File: src/rtl/ars_mod_inv_if.sv
// rtl/ars_mod_inv_if.sv - operand/result bundle for the GF(2^233) inverter
interface ars_mod_inv_if #(
    parameter int WIDTH = 233,
    parameter int CNT_W = 10
);
    logic [WIDTH-1:0] DIN;
    logic             IN_VALID;
    logic [WIDTH-1:0] DOUT;
    logic             OUT_VALID;
    logic             BUSY;
    logic             ZERO_ERR;
    logic [CNT_W-1:0] CYC_CNT;

    modport master (
        output DIN, IN_VALID,
        input  DOUT, OUT_VALID, BUSY, ZERO_ERR, CYC_CNT
    );

    modport slave (
        input  DIN, IN_VALID,
        output DOUT, OUT_VALID, BUSY, ZERO_ERR, CYC_CNT
    );
endinterface

File: src/rtl/ars_mod_inv.sv
// rtl/ars_mod_inv.sv - bit-serial binary extended-Euclid inverter over GF(2^233)
module ars_mod_inv #(
    parameter int WIDTH    = 233,
    parameter int POLY_MID = 74,
    parameter int CNT_W    = 10
) (
    input  logic           CLK,
    input  logic           RST_N,
    ars_mod_inv_if.slave   bus
);
    localparam logic [1:0] S_IDLE = 2'd0;
    localparam logic [1:0] S_RUN  = 2'd1;
    localparam logic [1:0] S_DONE = 2'd2;

    localparam logic [WIDTH:0]   F_POLY  = ((WIDTH+1)'(1) << WIDTH) | ((WIDTH+1)'(1) << POLY_MID)
                                          | (WIDTH+1)'(1);
    localparam logic [WIDTH-1:0] G_ONE   = WIDTH'(1);
    // Dividing the x^0 term of f by x leaves x^(POLY_MID-1) and x^(WIDTH-1)
    localparam logic [WIDTH-1:0] MID_BIT = WIDTH'(1) << (POLY_MID - 1);

    function automatic logic [WIDTH-1:0] div_x(input logic [WIDTH-1:0] g);
        if (g[0]) return {1'b1, g[WIDTH-1:1]} ^ MID_BIT;
        else      return {1'b0, g[WIDTH-1:1]};
    endfunction

    logic [1:0]       state_q, state_d;
    logic [WIDTH-1:0] u_q, u_d;
    logic [WIDTH:0]   v_q, v_d;
    logic [WIDTH-1:0] g1_q, g1_d;
    logic [WIDTH-1:0] g2_q, g2_d;
    logic [WIDTH-1:0] dout_q, dout_d;
    logic             zero_q, zero_d;
    logic [CNT_W-1:0] cnt_q, cnt_d;

    always_comb begin
        state_d = state_q;
        u_d     = u_q;
        v_d     = v_q;
        g1_d    = g1_q;
        g2_d    = g2_q;
        dout_d  = dout_q;
        zero_d  = zero_q;
        cnt_d   = cnt_q;
        if (bus.IN_VALID) begin
            u_d    = bus.DIN;
            v_d    = F_POLY;
            g1_d   = G_ONE;
            g2_d   = '0;
            cnt_d  = '0;
            zero_d = (bus.DIN == '0);
            if (bus.DIN == '0) begin
                dout_d  = '0;
                state_d = S_DONE;
            end else begin
                state_d = S_RUN;
            end
        end else begin
            case (state_q)
                S_RUN: begin
                    if (cnt_q != '1) cnt_d = cnt_q + 1'b1;
                    if (u_q == G_ONE) begin
                        dout_d  = g1_q;
                        state_d = S_DONE;
                    end else if (v_q == (WIDTH+1)'(1)) begin
                        dout_d  = g2_q;
                        state_d = S_DONE;
                    end else if (!u_q[0]) begin
                        u_d  = u_q >> 1;
                        g1_d = div_x(g1_q);
                    end else if (!v_q[0]) begin
                        v_d  = v_q >> 1;
                        g2_d = div_x(g2_q);
                    end else if ({1'b0, u_q} > v_q) begin
                        u_d  = u_q ^ v_q[WIDTH-1:0];
                        g1_d = g1_q ^ g2_q;
                    end else begin
                        v_d  = v_q ^ {1'b0, u_q};
                        g2_d = g2_q ^ g1_q;
                    end
                end
                S_DONE:  state_d = S_IDLE;
                default: state_d = S_IDLE;
            endcase
        end
    end

    always_ff @(posedge CLK) begin
        if (!RST_N) begin
            state_q <= S_IDLE;
            u_q     <= '0;
            v_q     <= '0;
            g1_q    <= '0;
            g2_q    <= '0;
            dout_q  <= '0;
            zero_q  <= 1'b0;
            cnt_q   <= '0;
        end else begin
            state_q <= state_d;
            u_q     <= u_d;
            v_q     <= v_d;
            g1_q    <= g1_d;
            g2_q    <= g2_d;
            dout_q  <= dout_d;
            zero_q  <= zero_d;
            cnt_q   <= cnt_d;
        end
    end

    assign bus.DOUT      = dout_q;
    assign bus.OUT_VALID = (state_q == S_DONE);
    assign bus.BUSY      = (state_q == S_RUN);
    assign bus.ZERO_ERR  = (state_q == S_DONE) && zero_q;
    assign bus.CYC_CNT   = cnt_q;
endmodule
File: src/flat_wrapper.sv
// flat-port wrapper written by rule: the top's interface ports become plain ports
module ars_mod_inv_flat 
#(
    parameter int WIDTH    = 233,
    parameter int POLY_MID = 74,
    parameter int CNT_W    = 10
)
  (CLK, RST_N, bus_DIN, bus_IN_VALID, bus_DOUT, bus_OUT_VALID, bus_BUSY, bus_ZERO_ERR, bus_CYC_CNT);
  ars_mod_inv_if #(.WIDTH(WIDTH), .CNT_W(CNT_W)) bus_i ();
  input  logic CLK;
  input  logic RST_N;
  input wire logic [$bits(bus_i.DIN)-1:0] bus_DIN;
  input wire logic [$bits(bus_i.IN_VALID)-1:0] bus_IN_VALID;
  output wire logic [$bits(bus_i.DOUT)-1:0] bus_DOUT;
  output wire logic [$bits(bus_i.OUT_VALID)-1:0] bus_OUT_VALID;
  output wire logic [$bits(bus_i.BUSY)-1:0] bus_BUSY;
  output wire logic [$bits(bus_i.ZERO_ERR)-1:0] bus_ZERO_ERR;
  output wire logic [$bits(bus_i.CYC_CNT)-1:0] bus_CYC_CNT;
  assign bus_i.DIN = bus_DIN;
  assign bus_i.IN_VALID = bus_IN_VALID;
  assign bus_DOUT = bus_i.DOUT;
  assign bus_OUT_VALID = bus_i.OUT_VALID;
  assign bus_BUSY = bus_i.BUSY;
  assign bus_ZERO_ERR = bus_i.ZERO_ERR;
  assign bus_CYC_CNT = bus_i.CYC_CNT;
  ars_mod_inv #(.WIDTH(WIDTH), .POLY_MID(POLY_MID), .CNT_W(CNT_W)) u_core (.CLK(CLK), .RST_N(RST_N), .bus(bus_i));
endmodule
File: config.mk
export PLATFORM = sky130hd
export DESIGN_NAME = ars_mod_inv_flat
export DESIGN_NICKNAME = d
export VERILOG_FILES = /design/src/rtl/ars_mod_inv_if.sv /design/src/rtl/ars_mod_inv.sv /design/src/flat_wrapper.sv
export SDC_FILE = /design/constraint.sdc
export NUM_CORES = 2
export LEC_CHECK = 0
export CORE_MARGIN = 4
export CORE_UTILIZATION = 41
export CTS_CLUSTER_SIZE = 8
export DETAILED_ROUTE_END_ITERATION = 12
export PLACE_DENSITY = 0.72
export SLEW_MARGIN = 20
export SYNTH_ARGS = -nofsm -noshare
export SYNTH_HDL_FRONTEND = slang
export SYNTH_SLANG_ARGS = --single-unit
File: constraint.sdc
create_clock -name CLK -period 3.8 [get_ports CLK]
set_clock_uncertainty 0.15 [all_clocks]
set_input_delay 0.76 -clock CLK [delete_from_list [all_inputs] [get_ports CLK]]
set_output_delay 0.76 -clock CLK [all_outputs]
set_load 0.005 [all_outputs]
==> results.cfg <==
[sta]
setup_slack_ns = -0.1787
finalHoldViolations = 0
finalCritPeriodShare_pct = 104.7
worst_hold_slack_ns = 0.2664
tightest_slew_ns = 1.319
rsz0062_at_grt = yes
fmax_mhz = 251.3
setup_viol = 406
slew_headroom_pct = 12.04
tns_ns = -15.36
min_period_ns = 3.979
slew_violations = 0

[synthesis]
ys_warn_count = 0
syn_avg_cell_area_sq_um = 8.266
syn_area_sq_mm = 0.06848
synth.ff_latch_count = 1179
synth.top_cell.area_share_pct = 34.46
yosysMostFrequentCell = dfxtp_1
synthTopCellsByArea = dfxtp_1 (34%), a21oi_1 (4.7%), o21ai_0 (4.7%)
syn_nets = 8757
ys_top_cells_by_count = dfxtp_1 (1179), clkbuf_1 (754), a21oi_1 (642), o21ai_0 (639), nand2_1 (465)
yosysTopAreaCell = dfxtp_1
synth_cells = 8285
async_flop_share_pct = 0
synth-main-ff-cell = dfxtp_1
synth_edf_count = 0
synth.distinct_cells = 79
ys_seq_area_share_pct = 34.46

[setup_path]
rr_worst_depth = 16
cp_data_required_time_ns = 4.40
worst_ep_arrival_time_ns = 4.58
worst_r2r_endpoint = u_core.v_q[163]
critPathMaxFanout = 9
startpoint_type = flop
endpoint_kind = flop
r2r-start = u_core.u_q[91]
reg2reg_setup_slack_ns = -0.18
path_class = flop to flop

[cts]
cts_root_buf = clkbuf_16
htreeDepth = 4
numCtsBuffers = 166
cts-root-to-sink-buffers = 3
holdBufCountCts = 0
cts_tree = yes
cts_sinks = 1179
path_clk_slew_ns = 0.05
insertion_delay_ns = 0.85

[status]
outcome = finished, violations left
violations = setup timing

[power_and_ir_drop]
clockPowerShare_pct = 39.9
power_frac_comb_pct = 22.3
p_int_mw = 23.80
leakage_nw = 33.00
power_switching_mw = 10.50
seqPwrFrac_pct = 37.7
power_switching_share_pct = 30.60
power_density_mw_per_mm2 = 366.9
peakVddDrop_v = 0.0004609

[min_path]
hold_depth = 3
hold_end = u_core.v_q[74]
hold_class = primary input to flop
min_from = bus_IN_VALID

[drt]
route.detailed.drc = 0
wire_per_inst_um = 25.03
drt_iter0_markers = 11300
routed_wl_um = 289200
viasPerCell = 6.765
vias = 78180
firstDrtPassIters = 9
ant_nets = 0
wl_met2_um = 130800
highest_layer = met4
wl_met1_um = 111300
met3_wirelength_um = 27380

[layout]
layout-drive-gt1-share_pct = 22.32
layout.nets = 9805
area_delta_synth_final_pct = 36.48
fin_cells = 11560
finish.utilization_pct = 56.46

[grt]
grt-ovfl-total = 0
grt_pass1_vias = 71340
grt_max_degree = 222
antenna_found_initial = 14
grt_util_all_layers_pct = 29.48
grt_pass1_wl_um = 420100

[place]
io_buffers = 481
gp_congestion = 0.9683
dp_cells = 11200
dp_hpwl_um = 176600

[floorplanning]
dieArea_sq_mm = 0.1736
design.core.area_sq_mm = 0.1655
rows = 149
io_pins = 482
fp.dieH_um = 416.7
start_util_pct = 41.37
fp.dieW_um = 416.7

[job]
maxCapViolCount = 0
==> state kept, by name, summed over array words and instances, names as in the netlist <==
signal,count
u_core.bus.DOUT,233
u_core.v_q,234
u_core.zero_q,1
u_core.bus.CYC_CNT,10
u_core.g2_q,233
u_core.state_q,2
u_core.g1_q,233
u_core.u_q,233
==> timing repair <==
action | CTS | global route
resized for setup | 120 | 487
pin swaps | 54 | 173
buffers inserted | 41 | 40
gates cloned | 10 | 76
setup endpoints to repair | 1149 | 932
==> placed cells by master, fill, tap and decap left out, types with 218 or more instances in the layout <==
cell             count
clkbuf_16          233
o21ai_0            553
nand3_1            311
buf_4             1054
dfxtp_1           1117
o2111ai_1          218
a21oi_1            613
clkdlybuf4s50_1    480
nand2_1            458
inv_1              253
==> routing by layer <==
metal	vias up	global-route usage (%)
met4	0	17.74
met3	975	4.469
li1	34640	-
met5	-	0
met2	4882	46.55
met1	37680	38.06
==> how the worst max path moves through the flow <==
stage / startpoint / to / slack, ns
3_3_place_gp: u_core.v_q[196] / u_core.u_q[83] / -0.50
5_1_grt: u_core.v_q[21] / u_core.v_q[166] / -0.22
3_5_place_dp: u_core.v_q[216] / u_core.g1_q[216] / -0.54
2_1_floorplan: u_core.u_q[0] / u_core.u_q[162] / 0.06
4_1_cts: u_core.v_q[68] / u_core.v_q[75] / -0.01
6_report: u_core.u_q[91] / u_core.v_q[163] / -0.18
==> cell type report <==
| class | instances | area (sq um) |
|---|---|---|
| inverters | 280 | 1076 |
| diodes | 12 | 30.03 |
| clock inverters | 16 | 306.5 |
| well taps | 2189 | 2739 |
| clock buffers | 174 | 4214 |
| repair buffers | 1830 | 18840 |
| multi-input cells | 5876 | 42570 |
| fillers | 14330 | 72090 |
| flip-flops and latches | 1179 | 23680 |
==> through the flow <==
stage	power (mW)	setup WS (ns)	area, sq um
3_5_place_dp	19.28	-0.5420	83300
2_1_floorplan	16.34	0.06262	68480
5_1_grt	35.23	-0.2169	93460
4_1_cts	33.11	-0.01416	89060
6_report	34.29	-0.1787	93460
3_3_place_gp	19.17	-0.5028	83300
==> power by group through the flow <==
| stage | registers, mW | clock network (mW) | logic, mW |
|---|---|---|---|
| 6_report | 12.9 | 13.7 | 7.65 |
| 3_3_place_gp | 13.1 | 0 | 6.04 |
| 5_1_grt | 13.0 | 14.3 | 7.98 |
| 2_1_floorplan | 13.1 | 0 | 3.24 |
| 4_1_cts | 12.9 | 13.8 | 6.42 |
| 3_5_place_dp | 13.1 | 0 | 6.13 |
==> cell families after synthesis <==
logic type               Yosys count  share of synthesized area (%)
XOR/XNOR                          10                         0.1279
AO/OA/AOI/OAI                   3245                          32.80
flip-flops                      1179                          34.46
buffers and inverters           1230                          7.098
adder cells (fa/ha/maj)          236                          4.312
AND/OR/NAND/NOR                 2051                          16.09
multiplexers                     334                          5.105
==> critical path, stage by stage, from the launching register on <==
cell       delay [ns]
dfxtp_1          0.40
ha_4             0.23
a21oi_1          0.14
o21ai_1          0.10
a221oi_2         0.27
a21oi_2          0.13
or4_4            0.62
buf_6            0.15
o31a_4           0.36
buf_6            0.13
o21ai_4          0.20
buf_4            0.23
clkbuf_16        0.18
buf_12           0.11
buf_16           0.12
o2111ai_1        0.12
a21oi_1          0.22
Note: power is estimated with default switching activity, not from simulation.
